$ cat src/rtl/ro_sched_pkg.sv
// Shared constants and parameter derivations for the readout slot scheduler.
package ro_sched_pkg;

  localparam int unsigned RO_N_CH_DEFAULT = 4;

  // Slot indices are carried at a fixed width wide enough for any sane CNT_W.
  localparam int unsigned SLOT_W = 8;
  typedef logic [SLOT_W-1:0] slot_t;

  // Slot kind codes produced by the decoder.
  localparam logic [1:0] KIND_OFF   = 2'd0;
  localparam logic [1:0] KIND_GRANT = 2'd1;
  localparam logic [1:0] KIND_IDLE  = 2'd2;
  localparam logic [1:0] KIND_WRAP  = 2'd3;

  function automatic int unsigned ro_cnt_w(input int unsigned n_ch);
    return n_ch + 1;
  endfunction

  function automatic int unsigned ro_ch_w(input int unsigned n_ch);
    return (n_ch > 1) ? $clog2(n_ch) : 1;
  endfunction

endpackage

$ cat src/rtl/ro_slot_decode.sv
// Trailing-zero priority encoder: maps the incremented slot count to a slot index,
// a slot kind and a one-hot channel grant.
module ro_slot_decode
  import ro_sched_pkg::*;
#(
  parameter int unsigned N_CH  = RO_N_CH_DEFAULT,
  parameter int unsigned CNT_W = ro_cnt_w(N_CH)
) (
  input  logic             en_i,
  input  logic [CNT_W-1:0] inc_i,
  output slot_t            slot_o,
  output logic [1:0]       kind_o,
  output logic [N_CH-1:0]  grant_o
);

  // Scan from MSB down so the lowest set bit wins; an all-zero count yields CNT_W.
  always_comb begin
    slot_o = slot_t'(CNT_W);
    for (int i = CNT_W - 1; i >= 0; i--) begin
      if (inc_i[i]) begin
        slot_o = slot_t'(i);
      end
    end
  end

  always_comb begin
    kind_o  = KIND_OFF;
    grant_o = '0;
    if (en_i) begin
      if (slot_o < slot_t'(N_CH)) begin
        kind_o = KIND_GRANT;
        for (int k = 0; k < N_CH; k++) begin
          grant_o[k] = (slot_o == slot_t'(k));
        end
      end else if (inc_i == '0) begin
        kind_o = KIND_WRAP;
      end else begin
        kind_o = KIND_IDLE;
      end
    end
  end

endmodule

$ cat src/rtl/ro_scheduler.sv
// Binary-tree readout scheduler: channel k owns the shared bus every 2^(k+1) cycles.
// Optional frame marker on count wrap is enabled with RO_SCHED_FRAME_MARKER_EN.
module ro_scheduler
  import ro_sched_pkg::*;
#(
  parameter int unsigned N_CH  = RO_N_CH_DEFAULT,
  parameter int unsigned CNT_W = ro_cnt_w(N_CH),
  parameter int unsigned CH_W  = ro_ch_w(N_CH)
) (
  input  logic             clk_master,
  input  logic             reset,
  input  logic             en,
  input  logic [N_CH-1:0]  ch_valid,
  input  logic [N_CH-1:0]  ch_eve,
  input  logic [N_CH-1:0]  ch_pol_eve,
  output logic [N_CH-1:0]  ch_ack,
  output logic             bus_valid,
  output logic             bus_eve,
  output logic             bus_pol_eve,
  output logic [CH_W-1:0]  bus_ch,
  output logic [CNT_W-1:0] gray,
  output logic [N_CH-1:0]  ovf
`ifdef RO_SCHED_FRAME_MARKER_EN
  ,
  output logic             bus_marker
`endif
);

  logic [CNT_W-1:0] bin_q, bin_d, inc;
  logic [CNT_W-1:0] gray_q, gray_d;
  logic [N_CH-1:0]  pending_q, pending_d;
  logic [N_CH-1:0]  eve_q, eve_d;
  logic [N_CH-1:0]  pol_q, pol_d;
  logic [N_CH-1:0]  ovf_q, ovf_d;
  logic [N_CH-1:0]  ack_q, ack_d;
  logic             bus_valid_q, bus_valid_d;
  logic             bus_eve_q, bus_eve_d;
  logic             bus_pol_q, bus_pol_d;
  logic [CH_W-1:0]  bus_ch_q, bus_ch_d;

  slot_t            slot;
  logic [1:0]       kind;
  logic [N_CH-1:0]  grant;
  logic [N_CH-1:0]  drain;
  logic [N_CH-1:0]  capture;

  assign inc = bin_q + CNT_W'(1);

  ro_slot_decode #(
    .N_CH  (N_CH),
    .CNT_W (CNT_W)
  ) u_slot_decode (
    .en_i    (en),
    .inc_i   (inc),
    .slot_o  (slot),
    .kind_o  (kind),
    .grant_o (grant)
  );

  always_comb begin
    bin_d  = bin_q;
    gray_d = gray_q;
    if (en) begin
      bin_d  = inc;
      gray_d = inc ^ (inc >> 1);
    end
  end

  // A drain frees the buffer in the same cycle, so a coincident sample is taken, not dropped.
  always_comb begin
    drain     = grant & pending_q;
    capture   = '0;
    pending_d = pending_q;
    eve_d     = eve_q;
    pol_d     = pol_q;
    ovf_d     = ovf_q;
    for (int k = 0; k < N_CH; k++) begin
      capture[k] = ch_valid[k] & (~pending_q[k] | drain[k]);
      if (capture[k]) begin
        pending_d[k] = 1'b1;
        eve_d[k]     = ch_eve[k];
        pol_d[k]     = ch_pol_eve[k];
      end else if (drain[k]) begin
        pending_d[k] = 1'b0;
      end
      if (ch_valid[k] && pending_q[k] && !drain[k]) begin
        ovf_d[k] = 1'b1;
      end
    end
    ack_d = capture;
  end

  always_comb begin
    bus_valid_d = 1'b0;
    bus_ch_d    = bus_ch_q;
    bus_eve_d   = bus_eve_q;
    bus_pol_d   = bus_pol_q;
    case (kind)
      KIND_GRANT: begin
        bus_valid_d = |drain;
        bus_ch_d    = CH_W'(slot);
        bus_eve_d   = |(grant & eve_q);
        bus_pol_d   = |(grant & pol_q);
      end
      default: ;
    endcase
  end

  always_ff @(posedge clk_master) begin
    if (reset) begin
      bin_q       <= '0;
      gray_q      <= '0;
      pending_q   <= '0;
      eve_q       <= '0;
      pol_q       <= '0;
      ovf_q       <= '0;
      ack_q       <= '0;
      bus_valid_q <= 1'b0;
      bus_eve_q   <= 1'b0;
      bus_pol_q   <= 1'b0;
      bus_ch_q    <= '0;
    end else begin
      bin_q       <= bin_d;
      gray_q      <= gray_d;
      pending_q   <= pending_d;
      eve_q       <= eve_d;
      pol_q       <= pol_d;
      ovf_q       <= ovf_d;
      ack_q       <= ack_d;
      bus_valid_q <= bus_valid_d;
      bus_eve_q   <= bus_eve_d;
      bus_pol_q   <= bus_pol_d;
      bus_ch_q    <= bus_ch_d;
    end
  end

`ifdef RO_SCHED_FRAME_MARKER_EN
  logic marker_q, marker_d;

  always_comb begin
    marker_d = (kind == KIND_WRAP);
  end

  always_ff @(posedge clk_master) begin
    if (reset) begin
      marker_q <= 1'b0;
    end else begin
      marker_q <= marker_d;
    end
  end

  assign bus_marker = marker_q;
`endif

  assign gray        = gray_q;
  assign ch_ack      = ack_q;
  assign ovf         = ovf_q;
  assign bus_valid   = bus_valid_q;
  assign bus_eve     = bus_eve_q;
  assign bus_pol_eve = bus_pol_q;
  assign bus_ch      = bus_ch_q;

endmodule

$ cat config.mk
export PLATFORM = sky130hd
export DESIGN_NAME = ro_scheduler
export DESIGN_NICKNAME = d
export VERILOG_FILES = /design/src/rtl/ro_sched_pkg.sv /design/src/rtl/ro_slot_decode.sv /design/src/rtl/ro_scheduler.sv
export SDC_FILE = /design/constraint.sdc
export NUM_CORES = 1
export LEC_CHECK = 0
export ABC_AREA = 1
export BUFFER_PORTS_ARGS = -buffer_cell sky130_fd_sc_hd__buf_4
export CAP_MARGIN = 20
export CORE_MARGIN = 4
export CORE_UTILIZATION = 40
export CTS_CLUSTER_SIZE = 40
export DETAILED_ROUTE_END_ITERATION = 8
export PLACE_DENSITY = 0.73
export SLEW_MARGIN = 20
export SYNTH_ARGS = -nofsm -noshare
export SYNTH_HDL_FRONTEND = slang
export SYNTH_SLANG_ARGS = --single-unit
export TNS_END_PERCENT = 20
$ cat constraint.sdc
create_clock -name clk_master -period 1.8 [get_ports clk_master]
set_input_delay 0 -clock clk_master [delete_from_list [all_inputs] [get_ports clk_master]]
set_output_delay 0 -clock clk_master [all_outputs]
set_load 0.05 [all_outputs]
==> Word level (Yosys, flattened, before mapping) <==
Cells that the tools add are included.
{ "op_classes": {"add_sub_neg": 1, "n_lt_le_gt_ge": 1, "eq_ne": 4, "mux": 18, "n_bitwise": 17, "n_reduce_logical": 22} }
{ "ops": {"columns": ["op", "n"], "rows": [
  ["bitwise AND 4 bit", 3],
  ["two-way mux 3 bit", 4],
  ["OR reduction 4 bit", 3],
  ["two-way mux 1 bit", 10],
  ["logical AND 1 bit", 8],
  ["zero test 8 bit", 1],
  ["two-way mux 4 bit", 2],
  ["nonzero test 2 bit", 4],
  ["equality test 3 x 2 -> 1 bit, second input constant", 2],
  ["adder 5 x 1 -> 5 bit, second input constant", 1],
  ["zero test 5 bit", 1],
  ["NOT 1 bit", 5],
  ["XOR 5 x 4 -> 5 bit", 1],
  ["bitwise AND 1 bit", 4],
  ["zero test 1 bit", 4],
  ["two-way mux 2 bit", 2],
  ["bitwise OR 1 bit", 4],
  ["equality test 3 x 1 -> 1 bit, second input constant", 1],
  ["< comparator 3 bit, second input constant", 1],
  ["equality test 2 x 1 -> 1 bit, second input constant", 1],
  ["OR reduction 2 bit", 1]
]} }
{ "word_totals": {"ff_bits": 35, "in_bits": 15, "output_inout_bits": 18, "word_cells": 86} }

==> Longest topological paths before layout <==
Gate-level depths: netlist of run 1.
{ "logic_depth": {"ltp_word": 13, "depth_mapped": 14, "mapped_depth_nobuf": 14} }

==> Modules after synthesis <==
From an unflattened synthesis of run 1, not the netlist that was laid out.
{ "unflattened": {"cells_unflattened": 224, "area_unflattened_um2": 1551.5} }
{ "modules_own_cells": {"columns": ["module", "n_inst", "cells_per_inst", "area_each_um2", "seq_area_each_um2"], "rows": [
  ["ro_scheduler", 1, 191, 1391.3, 680.7],
  ["ro_slot_decode", 1, 33, 160.2, 0.0]
]} }

==> Least setup slack after synthesis of run 1 <==
OpenSTA, ideal clock, no wires.
{ "synth_timing": {"path_type": "register to register", "start": "reg bin_q[0]", "end": "reg ovf_q[2] (netlist: ovf[2])", "setup_ps": 128, "arrival_ps": 1713, "t_required_ps": 1672, "path_slack_ps": -40, "path_stages_with_launch": 13, "path_buffers": 0, "synth_period_minus_slack_ps": 1840, "path_cell_list": "dfxtp_1 ha_1 nand2_1 nor2_1 xor2_1 ha_1 nor2_2 nand2_2 nand2_4 nor2_4 nor2_4 a21oi_1 nor2_1"} }
{ "synth_between": {"elab_chain_cells": 12, "elab_cells_between_ends": 13, "cone_classes": "add/sub (1); order compare (1); eq/ne (1); mux (7); bitwise (1); reduce/logical (2)"} }
{ "synth_lines": {"columns": ["element", "line_no", "rtl"], "rows": [
  ["from (decl)", "ro_scheduler.sv:29", "logic [CNT_W-1:0] bin_q, bin_d, inc;"],
  ["from (signal assigned)", "ro_scheduler.sv:123", "bin_q <= bin_d;"],
  ["adder 5 x 1 -> 5 bit (*)", "ro_scheduler.sv:47", "assign inc = bin_q + CNT_W'(1);"],
  ["net inc[4]", "ro_scheduler.sv:29", null],
  ["two-way mux 1 bit (*)", "ro_slot_decode.sv:20", "if (inc_i[i]) begin"],
  ["two-way mux 3 bit (*) (4 in series)", "ro_slot_decode.sv:20", null],
  ["< comparator 3 bit or equality test 3 x 2 -> 1 bit (tied branches)", "ro_slot_decode.sv:30, ro_slot_decode.sv:33", null],
  ["two-way mux 4 bit (*)", "ro_slot_decode.sv:30", "if (slot_o < slot_t'(N_CH)) begin"],
  ["two-way mux 4 bit (*)", "ro_slot_decode.sv:29", "if (en_i) begin"],
  ["bitwise AND 4 bit (*)", "ro_scheduler.sv:71", "drain = grant & pending_q;"],
  ["zero test 1 bit (*)", "ro_scheduler.sv:86", "if (ch_valid[k] && pending_q[k] && !drain[k]) begin"],
  ["logical AND 1 bit (*)", "ro_scheduler.sv:86", null],
  ["to (signal assigned)", "ro_scheduler.sv:128", "ovf_q <= ovf_d;"],
  ["to (decl)", "ro_scheduler.sv:34", "logic [N_CH-1:0] ovf_q, ovf_d;"]
]} }
The timed path passes the listed nets; every way through them passes the cells marked *.
A chain may end at the register's enable or synchronous reset.

==> Worst setup path after layout of run 1 <==
{ "layout_timing": {"start": "reg bin_q[1]", "end": "reg eve_q[3]"} }
{ "layout_between": {"elab_chain_cells": 12, "elab_cells_between_ends": 13, "cone_classes": "add/sub (1); order compare (1); eq/ne (1); mux (7); bitwise (3)"} }
{ "layout_lines": {"columns": ["element", "line_no", "rtl"], "rows": [
  ["adder 5 x 1 -> 5 bit (*)", "ro_scheduler.sv:47", null],
  ["two-way mux 1 bit", "ro_slot_decode.sv:20", null],
  ["two-way mux 3 bit (2 in series)", "ro_slot_decode.sv:20", null],
  ["two-way mux 3 bit (*) (2 in series)", "ro_slot_decode.sv:20", null],
  ["< comparator 3 bit or equality test 3 x 2 -> 1 bit (tied branches)", "ro_slot_decode.sv:30, ro_slot_decode.sv:33", null],
  ["two-way mux 4 bit (*)", "ro_slot_decode.sv:30", null],
  ["two-way mux 4 bit (*)", "ro_slot_decode.sv:29", null],
  ["bitwise AND 4 bit (*)", "ro_scheduler.sv:71", null],
  ["bitwise OR 1 bit (*)", "ro_scheduler.sv:78", "capture[k] = ch_valid[k] & (~pending_q[k] | drain[k]);"],
  ["bitwise AND 1 bit (*)", "ro_scheduler.sv:78", null],
  ["to (signal assigned)", "ro_scheduler.sv:126", "eve_q <= eve_d;"],
  ["to (decl)", "ro_scheduler.sv:32", "logic [N_CH-1:0] eve_q, eve_d;"]
]} }
Mark *: on every way between the ends. The rest lies on a longest branch, timed or not.

==> results of run 1 <==
-- final timing paths --
check / start / to / slack, ns / cells past startpoint
worst max-delay path: bin_q[1]$_SDFFE_PP0P_ / eve_q[3]$_SDFFE_PP0P_ / -0.03 / 13
worst min-delay path: ch_valid[0] / ch_ack[0]$_SDFF_PP0_ / -0.001 / 3
worst max register to register: bin_q[1]$_SDFFE_PP0P_ / eve_q[3]$_SDFFE_PP0P_ / -0.03 / 13
worst min register to register: ovf[0]$_SDFFE_PP0P_ / ovf[0]$_SDFFE_PP0P_ / 0.46 / 2
-- synthesized netlist by cell type, drive strengths merged --
library cell and count:
clkinv 1, xor2 2, ha 5, nand2 34, a21oi 18, inv 28
nand3 18, buf 3, o21ai 11, clkbuf 2, a31oi 2, o211ai 1
nor3 1, nor2 40, o21a 1, dfxtp 34, nand4 1
-- where the power goes --
| group | total, W | switching [W] | internal, W |
|---|---|---|---|
| Sequential | 0.000843 | 0.0000365 | 0.000807 |
| Clock | 0.000680 | 0.000266 | 0.000414 |
| Combinational | 0.000450 | 0.000276 | 0.000174 |
| Total | 0.00197 | 0.000578 | 0.00139 |
-- per-layer routing --
metal  share of wire [%]  GRT usage (%)
met1                  47           18.7
met2                  47           26.0
met3                 4.6           4.17
met4                 2.1           7.23
met5                   0              0
-- kinds of logic (layout without fill, tap and decap cells) --
logic type | count (synthesis) | in the layout | synth area share, %
AO/OA/AOI/OAI | 33 | 33 | 11.2
flip-flops | 34 | 34 | 44.0
buffers and inverters | 34 | 90 | 8.73
adder cells (fa/ha/maj) | 5 | 5 | 4.04
AND/OR/NAND/NOR | 94 | 94 | 31.0
XOR/XNOR | 2 | 2 | 1.13
-- repair_timing --
| item | in CTS | in global routing |
|---|---|---|
| endpoints found under the setup margin | 16 | 19 |
| resized for setup | 24 | 9 |
| buffers inserted | 5 | 0 |
| cloned | 0 | 0 |
| hold endpoints to repair | 7 | 0 |
| pin swaps | 16 | 11 |
| hold buffers | 7 | 0 |
-- area by class of cell --
cell class	instances	area share [%]
multi-input cells	134	37.7
flip-flops and latches	34	30.9
repair buffers	53	18.9
inverters	29	5.04
clock buffers	7	3.42
well taps	48	2.69
clock inverters	1	1.34
-- metrics by stage --
step	power, W	TNS [ns]	cells
after global routing	0.00208	-1.80	306
final	0.00197	-0.166	306
after floorplan	0.00113	0	202
after detailed placement	0.00125	-0.524	286
after CTS	0.00197	-0.0451	306
after global placement	0.00124	-0.284	286
-- cells in the final DEF (no fill, tap or decap), types with 4 or more instances in the layout --
master / count
buf_4: 44
dfxtp_1: 31
nor2_1: 29
inv_1: 25
nand2_1: 20
nand3_1: 14
a21oi_1: 14
o21ai_0: 10
nand2_2: 8
dlygate4sd3_1: 7
nand2_4: 6
nor2_2: 6
nor2_4: 5
clkbuf_8: 5
nand3_2: 4
a21oi_2: 4
-- sequential cells by signal, indices dropped and copies added, names as in the netlist, 2 cells and up --
register / count
gray: 4
bin_q: 5
pol_q: 4
ch_ack: 4
ovf: 4
eve_q: 4
pending_q: 4
bus_ch: 2
-- worst max-delay path, stage by stage (launching register included) --
cell and delay, ns:
dfxtp_4 0.37, buf_4 0.10, buf_4 0.10, inv_1 0.06
ha_4 0.29, inv_2 0.05, nor2_2 0.09, nand2_2 0.10
nor2_4 0.19, nand2_4 0.08, nand2_4 0.07, nand2_2 0.07
nand2_1 0.08, a21oi_2 0.06
==> metrics, run 1 <==
status finished, violations left; failing checks hold timing, setup timing; Initial Util a little over two fifths; worst clock skew ~0.0033 ns; Power Density 883 mW/mm^2; via count between 1000 and 1500; Seq cells post-synth 34; synth top area cells dfxtp_1, nor2_1, inv_1, a21oi_1, nand3_1; Clock Sinks 34; HPWL after DPL 2360 um; Crit Path Class reg2reg; hold slack final -0.000957 ns; Slew Limit Fails 0; FP Rows 22; Peak VDD IR 0.470 mV; TritonCTS Buffers 5; layout cells sized above 1 38.0%; Detail Route Antenna Nets 0; global-route wire length before repair approximately 6300 um; largest net degree at the start of global routing 22; global placer's final weighted congestion 0.770; GRT Total Usage between 15 and 20%; Syn Inst Count between 200 and 250; DR DRC count 0; Layout Nets around 280; FMAX about 0.55 GHz; initial antenna violation count 0; Wirelength per Cell about 11 um; num ports 33; final setup vio count 9; CP max FO 4; CTS Buffer Depth 2; die area about 0.005 mm^2; DIE WIDTH around 70 um; Hold Crit Class in2reg; critical path launch point type flip-flop; WP data required about 2.0 ns; Final min period 1.83 ns; H-Tree Depth 2; share of the synthesized area in the top cell type 44.0%; Iter 0 DRT Violations 64; Fin. Hold Viols 1; P_leak about 1.1 nW; gr ovfl total 0; RSZ-0062 raised after global routing yes; CTS tree built; final core utilization around three fifths; synth unique cells 23; Worst Tran Pin Value roughly 0.43 ns; period utilization 102%; cell area after synthesis around 0.0015 mm^2; largest area contributor in the netlist dfxtp_1; clk root buf clkbuf_8; placed cell area 0.00189 mm^2; Syn Area/Cell 7.66 um^2; area of the multi-input gates ~840 um^2; antenna cell count 0; Relative slew margins a little under three quarters; latest clock arrival within the worst-skew pair ~0.29 ns; final worst slack -0.0331 ns; FF+latch area 689 um^2; CORE AREA approximately 0.0037 mm^2; I/O Buffers 32; WP data arrival ~2.0 ns; vias per cell 4.61; fillers between 300 and 400; endpoint class of the critical path flip-flop; DR pass1 iterations 4; fraction of the yosys area taken by sequential cells ~44%; Placement Setup Slack -0.0887 ns; Layout area overhead 44.3%; vias in the first global route around 1500; fin area 0.00223 mm^2; Max-Cap Viols 0; clk slew on worst S/H paths about 0.070 ns; DRT Wirelength around 3500 um; die height between 70 and 80 um; Net Count, Synth 222; synth warn 0
(Power assumes the default switching activity.)
==> inputs of run 2 (changes only) <==
- REMOVE_ABC_BUFFERS: unset -> 1
==> run 2 against run 1 <==
The run ends with setup timing left. Core utilization increased by 0.24 points. Non-clock buffer count decreased by 1. Sequential cell count unchanged.
==> metrics, run 2 (same netlist as run 1, synthesis figures left out) <==
RR Startpoint bin_q[0]$_SDFFE_PP0P_; RSZ-0062 raised after global routing yes; worst reg2reg path endpoint pol_q[2]$_SDFFE_PP0P_; worst path cell trace buf_4 > ha_1 > inv_2 > nand2_1 > nand2_4 > nor2_4 > nor2_4 > nor2_4 > nor2_1 > nor2_2; Layout Nets 276 (-0.36%); layout cells sized above 1 38.5% (+0.54 points); grt met3 use 4.46% (+0.29 points); busiest grt layer met2; failing checks setup timing; final worst slack -0.00774 ns (+0.0254 ns); CP max-delay cell dfxtp_4; Crit path top cell by count nor2_4; Iter 0 DRT Violations 94 (+47%); HPWL after DPL 2260 um (-4.3%); most frequent cells in the layout buf_4, dfxtp_1, nor2_1; status finished, violations left; via count 1425 (+0.99%); Crit Path Class reg2reg; Biggest register bin_q; final setup vio count 1 (-8); critical path launch point type flip-flop; hold_sp ch_eve[0]; Layout area overhead 44.9%; clk slew on worst S/H paths 0.07 ns (about the same); fin area 0.00224 mm^2 (+0.39%); worst clock skew 0.00451 ns (+0.00124 ns); Max-Cap Viols 0 (unchanged); endpoint class of the critical path flip-flop; initial antenna violation count 0 (unchanged); met1 usage 16.0% (-2.6 points); Peak VDD IR 0.603 mV (+28%); CORE AREA 0.00369 mm^2 (unchanged); area of the multi-input gates 856 um^2 (+1.6%); hold path endpoint eve_q[0]$_SDFFE_PP0P_; Slew Limit Fails 0 (unchanged); leading cell type in the layout, fill and taps excluded buf_4; WP data required 1.98 ns (about the same); clk root buf clkbuf_8; max reg flops 5 (unchanged); DR DRC count 0 (unchanged); FMAX 0.553 GHz (+1.4%); Initial Util 42.0% (unchanged); DRT Wirelength 3500 um (-0.14%); die area 0.00493 mm^2 (unchanged); Clock Sinks 34 (unchanged); fillers 344 (+3.0%); GRT Total Usage 14.2% (-1.5 points); Hold Crit Class in2reg; CTS Buffer Depth 2 (unchanged); CP max stage delay 0.36 ns (about the same); FP Rows 22 (unchanged); Detail Route Antenna Nets 0 (unchanged); H-Tree Depth 2 (unchanged); met2 Usage GRT 23.4% (-2.6 points); DR pass1 iterations 4 (unchanged); Power Density 872 mW/mm^2 (-1.3%); Crit path max-delay family simple AND/OR/NAND/NOR gates; latest clock arrival within the worst-skew pair 0.29 ns (about the same); vias in the first global route 1350 (-7.3%); vias per cell 4.67 (+1.3%); global-route wire length before repair 5550 um (-12%); DIE WIDTH 70.2 um (unchanged); CP max FO 6 (+2); FF+latch area 688 um^2 (-0.18%); placed cell area 0.00188 mm^2 (-0.46%); Fin. Hold Viols 0 (-1); num ports 33 (unchanged); antenna cell count 0 (unchanged); largest net degree at the start of global routing 22 (unchanged); hold slack final 0.0308 ns (+0.0317 ns); period utilization 100% (-1.4 points); Placement Setup Slack -0.106 ns (-0.0170 ns); TritonCTS Buffers 5 (unchanged); gr ovfl total 0 (unchanged); Wirelength per Cell 11.5 um (+0.18%); Relative slew margins 74.6% (+3.1 points); r2r setup slk -0.008 ns (+0.03 ns); Final min period 1.81 ns (-0.0254 ns); P_leak 1.06 nW (+1.2%); WP data arrival 1.99 ns (-0.02 ns); global placer's final weighted congestion 0.777 (+0.91%); WP buf/inv 2 (-2); CTS tree built; Worst Tran Pin Value 0.381 ns (-0.0459 ns); total power 0.00196 W (-0.88%); die height 70.2 um (unchanged); worst-case reg-to-reg path depth 10 (-3); I/O Buffers 32 (unchanged); hold path depth 5 (+2)
run 2: worst reg2reg max path: cells and delay by family, from the launching register on:
| family | cells | cell delay [ns] |
|---|---|---|
| buffers and inverters | 2 | 0.25 |
| DFF | 1 | 0.36 |
| and+or+nand+nor | 7 | 0.75 |
| adders and majority gates | 1 | 0.36 |
run 2: final cells by class:
class | instances | area share, %
inverters | 29 | 5.02
multi-input cells | 134 | 38.2
clock buffers | 5 | 3.07
flip-flops and latches | 34 | 30.7
well taps | 48 | 2.68
clock inverters | 3 | 1.79
repair buffers | 52 | 18.6
run 2: power breakdown:
part / switching, W / internal, W
combinational: 0.000272 / 0.000165
clock: 0.000269 / 0.000407
sequential: 0.0000360 / 0.000806
total: 0.000577 / 0.00138
run 2: routing by layer:
metal | up-vias | routed length [um]
met5 | - | 0
met1 | 626 | 1530
met3 | 9 | 186
li1 | 750 | -
met2 | 40 | 1670
met4 | 0 | 112
run 2: how the worst max path moves through the flow:
stage	endpoint	cells after the start	start
after floorplan	eve_q[2]$_SDFFE_PP0P_	13	bin_q[0]$_SDFFE_PP0P_
after global placement	ovf[2]$_SDFFE_PP0P_	12	bin_q[0]$_SDFFE_PP0P_
after detailed placement	ovf[2]$_SDFFE_PP0P_	12	bin_q[0]$_SDFFE_PP0P_
after CTS	bus_valid$_SDFF_PP0_	13	bin_q[1]$_SDFFE_PP0P_
after global routing	eve_q[2]$_SDFFE_PP0P_	12	bin_q[2]$_SDFFE_PP0P_
final	pol_q[2]$_SDFFE_PP0P_	10	bin_q[0]$_SDFFE_PP0P_
run 2: timing repair:
action / CTS / global route
pin swaps: 10 / 14
hold buffers: 9 / 0
hold endpoints to repair: 10 / 0
buffers inserted: 1 / 2
resized for setup: 12 / 25
setup endpoints to repair: 15 / 19
run 2: per-stage QoR:
stage	TNS [ns]	instances	util, %
6_report	-0.00774	305	60.8
5_1_grt	-1.69	305	60.8
4_1_cts	-0.0992	303	58.0
3_5_place_dp	-0.841	285	51.1
3_3_place_gp	-0.594	285	51.1
2_1_floorplan	-0.101	197	-
==> inputs of run 3 (changes only) <==
- clock period: 1.8 -> 1.5 ns (I/O delays scaled with it)
==> run 3 against run 2 <==
Critical endpoint is now bus_eve$_SDFFE_PP0N_. Largest cell class unchanged. Largest power group unchanged. Setup slack got worse by 0.31 ns. Clock skew about the same. The run still ends with setup timing left. Cell area decreased by 0.78%. Register-to-register slack got worse by 0.31 ns. Power rose by 11%.
==> metrics, run 3 (same netlist as run 1, synthesis figures left out) <==
clk slew on worst S/H paths 0.06 ns (about the same); Switch Pwr 0.000676 W (+17%); I/O Buffers 32 (unchanged); Hold Crit Class in2reg; Worst Tran Pin Value 0.412 ns (+0.0311 ns); hold path depth 2 (-3); WP data arrival 1.99 ns (about the same); CORE AREA 0.00369 mm^2 (unchanged); CTS Buffer Depth 2 (unchanged); final setup vio count 20 (+19); Placement Setup Slack -0.410 ns (-0.304 ns); clk root buf clkbuf_8; Biggest register bin_q; layout cells sized above 1 38.8% (+0.24 points); vias in the first global route 1337 (-0.96%); HPWL after DPL 2360 um (+4.7%); GRT Total Usage 14.7% (+0.50 points); failing checks setup timing; worst-case reg-to-reg path depth 11 (+1); fin area 0.00222 mm^2 (-0.78%); DIE WIDTH 70.2 um (unchanged); period utilization 121% (+21 points); Clock Sinks 34 (unchanged); Flop pwr share 46.3% (+3.2 points); critical path launch point type flip-flop; Crit Path Class reg2reg; worst clock skew 0.00439 ns (-0.000119 ns); hold_sp en; antenna cell count 0 (unchanged); internal power 0.00150 W (+9.1%); Final min period 1.82 ns (+0.0100 ns); Detail Route Antenna Nets 0 (unchanged); num ports 33 (unchanged); Layout Nets 278 (+0.72%); Layout area overhead 43.7%; placed cell area 0.00193 mm^2 (+2.4%); largest net degree at the start of global routing 22 (unchanged); DRT Wirelength 3430 um (-2.0%); Peak VDD IR 0.767 mV (+27%); DR DRC count 0 (unchanged); WP data required 1.68 ns (-0.30 ns); hold path endpoint gray[3]$_SDFFE_PP0P_; RSZ-0062 raised after global routing yes; endpoint class of the critical path flip-flop; Fin. Hold Viols 0 (unchanged); TritonCTS Buffers 5 (unchanged); leading cell type in the layout, fill and taps excluded buf_4; switching portion of total power 31.0% (+1.5 points); Logic pwr share 25.4% (+3.0 points); Iter 0 DRT Violations 83 (-12%); DR pass1 iterations 4 (unchanged); Wirelength per Cell 11.2 um (-2.3%); final worst slack -0.318 ns (-0.310 ns); FMAX 0.550 GHz (-0.55%); initial antenna violation count 0 (unchanged); H-Tree Depth 2 (unchanged); global placer's final weighted congestion 0.766 (-1.4%); worst reg2reg path endpoint bus_eve$_SDFFE_PP0N_; Relative slew margins 72.5% (-2.1 points); global-route wire length before repair 5780 um (+4.1%); status finished, violations left; via count 1454 (+2.0%); P_leak 1.06 nW (-0.43%); most frequent cells in the layout buf_4, dfxtp_1, inv_1, nor2_1, nand2_1; Max-Cap Viols 0 (unchanged); die height 70.2 um (unchanged); gr ovfl total 0 (unchanged); fillers 358 (+4.1%); CTS tree built; FP Rows 22 (unchanged); r2r setup slk -0.32 ns (-0.31 ns); CP max FO 4 (-2); die area 0.00493 mm^2 (unchanged); latest clock arrival within the worst-skew pair 0.28 ns (about the same); Clk pwr share 28.3% (-6.3 points); Slew Limit Fails 0 (unchanged); RR Startpoint bin_q[1]$_SDFFE_PP0P_; vias per cell 4.75 (+1.7%); max reg flops 5 (unchanged); Power Density 980 mW/mm^2 (+12%); Initial Util 42.0% (unchanged)
==> run 3: cell count changes in the layout (fill, tap and decap cells not counted), sizes merged <==
cell / delta
dlygate4sd3: -2
bufinv: -1
clkbuf: +2
clkinv: -2
buf: +4
==> run 3: power by group through the flow <==
stage	sequential (W)	clock (W)	combinational [W]
finish	0.00101	0.000618	0.000554
global route	0.00102	0.000680	0.000605
CTS	0.00101	0.000638	0.000520
detailed placement	0.00102	0	0.000490
global placement	0.00102	0	0.000486
floorplan	0.00113	0	0.000204
==> run 3: repair_timing <==
action,in CTS,in global routing
gates resized for setup,16,22
setup buffers,1,0
setup endpoints to repair,21,24
hold buffers,7,0
pin swaps,12,14
hold endpoints to repair,7,0
==> run 3: final cells by class <==
type	instances	area, um^2	area share (%)
Multi-Input combinational cell	134	861	38.7
Tap cell	48	60.1	2.70
Clock buffer	7	76.3	3.43
Inverter	29	113	5.06
Timing Repair Buffer	54	427	19.2
Sequential cell	34	688	30.9
==> run 3: worst max-delay path: stages (launching register included) <==
cell,delay (ns)
dfxtp_4,0.36
nand3_1,0.09
xor2_1,0.18
inv_1,0.11
ha_1,0.22
nand3_2,0.09
nand2_4,0.08
buf_4,0.15
a21oi_1,0.17
nand3_1,0.11
nor2_1,0.11
nor2_1,0.05
==> run 3: through the flow <==
stage	TNS, ns	total power, W	util [%]	hold WS [ns]	instances
2_1_floorplan	-4.83	0.00134	-	0.0691	197
3_3_place_gp	-6.05	0.00151	52.3	0.223	291
3_5_place_dp	-6.24	0.00151	52.3	0.236	291
4_1_cts	-5.07	0.00216	58.1	0.00125	306
5_1_grt	-7.32	0.00230	60.3	0.0354	306
6_report	-4.61	0.00218	60.3	0.0212	306
==> run 3: worst max path at each step <==
stage          cells after the start  slack (ns)                  start                     to
2_1_floorplan                     13       -0.34  bin_q[0]$_SDFFE_PP0P_  eve_q[2]$_SDFFE_PP0P_
4_1_cts                           12       -0.34  bin_q[1]$_SDFFE_PP0P_   bus_valid$_SDFF_PP0_
5_1_grt                           11       -0.47  bin_q[1]$_SDFFE_PP0P_   bus_eve$_SDFFE_PP0N_
6_report                          11       -0.32  bin_q[1]$_SDFFE_PP0P_   bus_eve$_SDFFE_PP0N_
3_5_place_dp                      13       -0.41  bin_q[0]$_SDFFE_PP0P_   bus_valid$_SDFF_PP0_
3_3_place_gp                      12       -0.40  bin_q[0]$_SDFFE_PP0P_    ovf[2]$_SDFFE_PP0P_
==> run 3: layer usage <==
| metal | track usage (%) | vias to the layer above | part of all wire [%] |
|---|---|---|---|
| met5 | 0 | - | 0 |
| met4 | 6.38 | 0 | 2.3 |
| met3 | 4.89 | 8 | 5.9 |
| met2 | 24.0 | 42 | 47 |
| met1 | 17.4 | 653 | 45 |
| li1 | - | 751 | - |
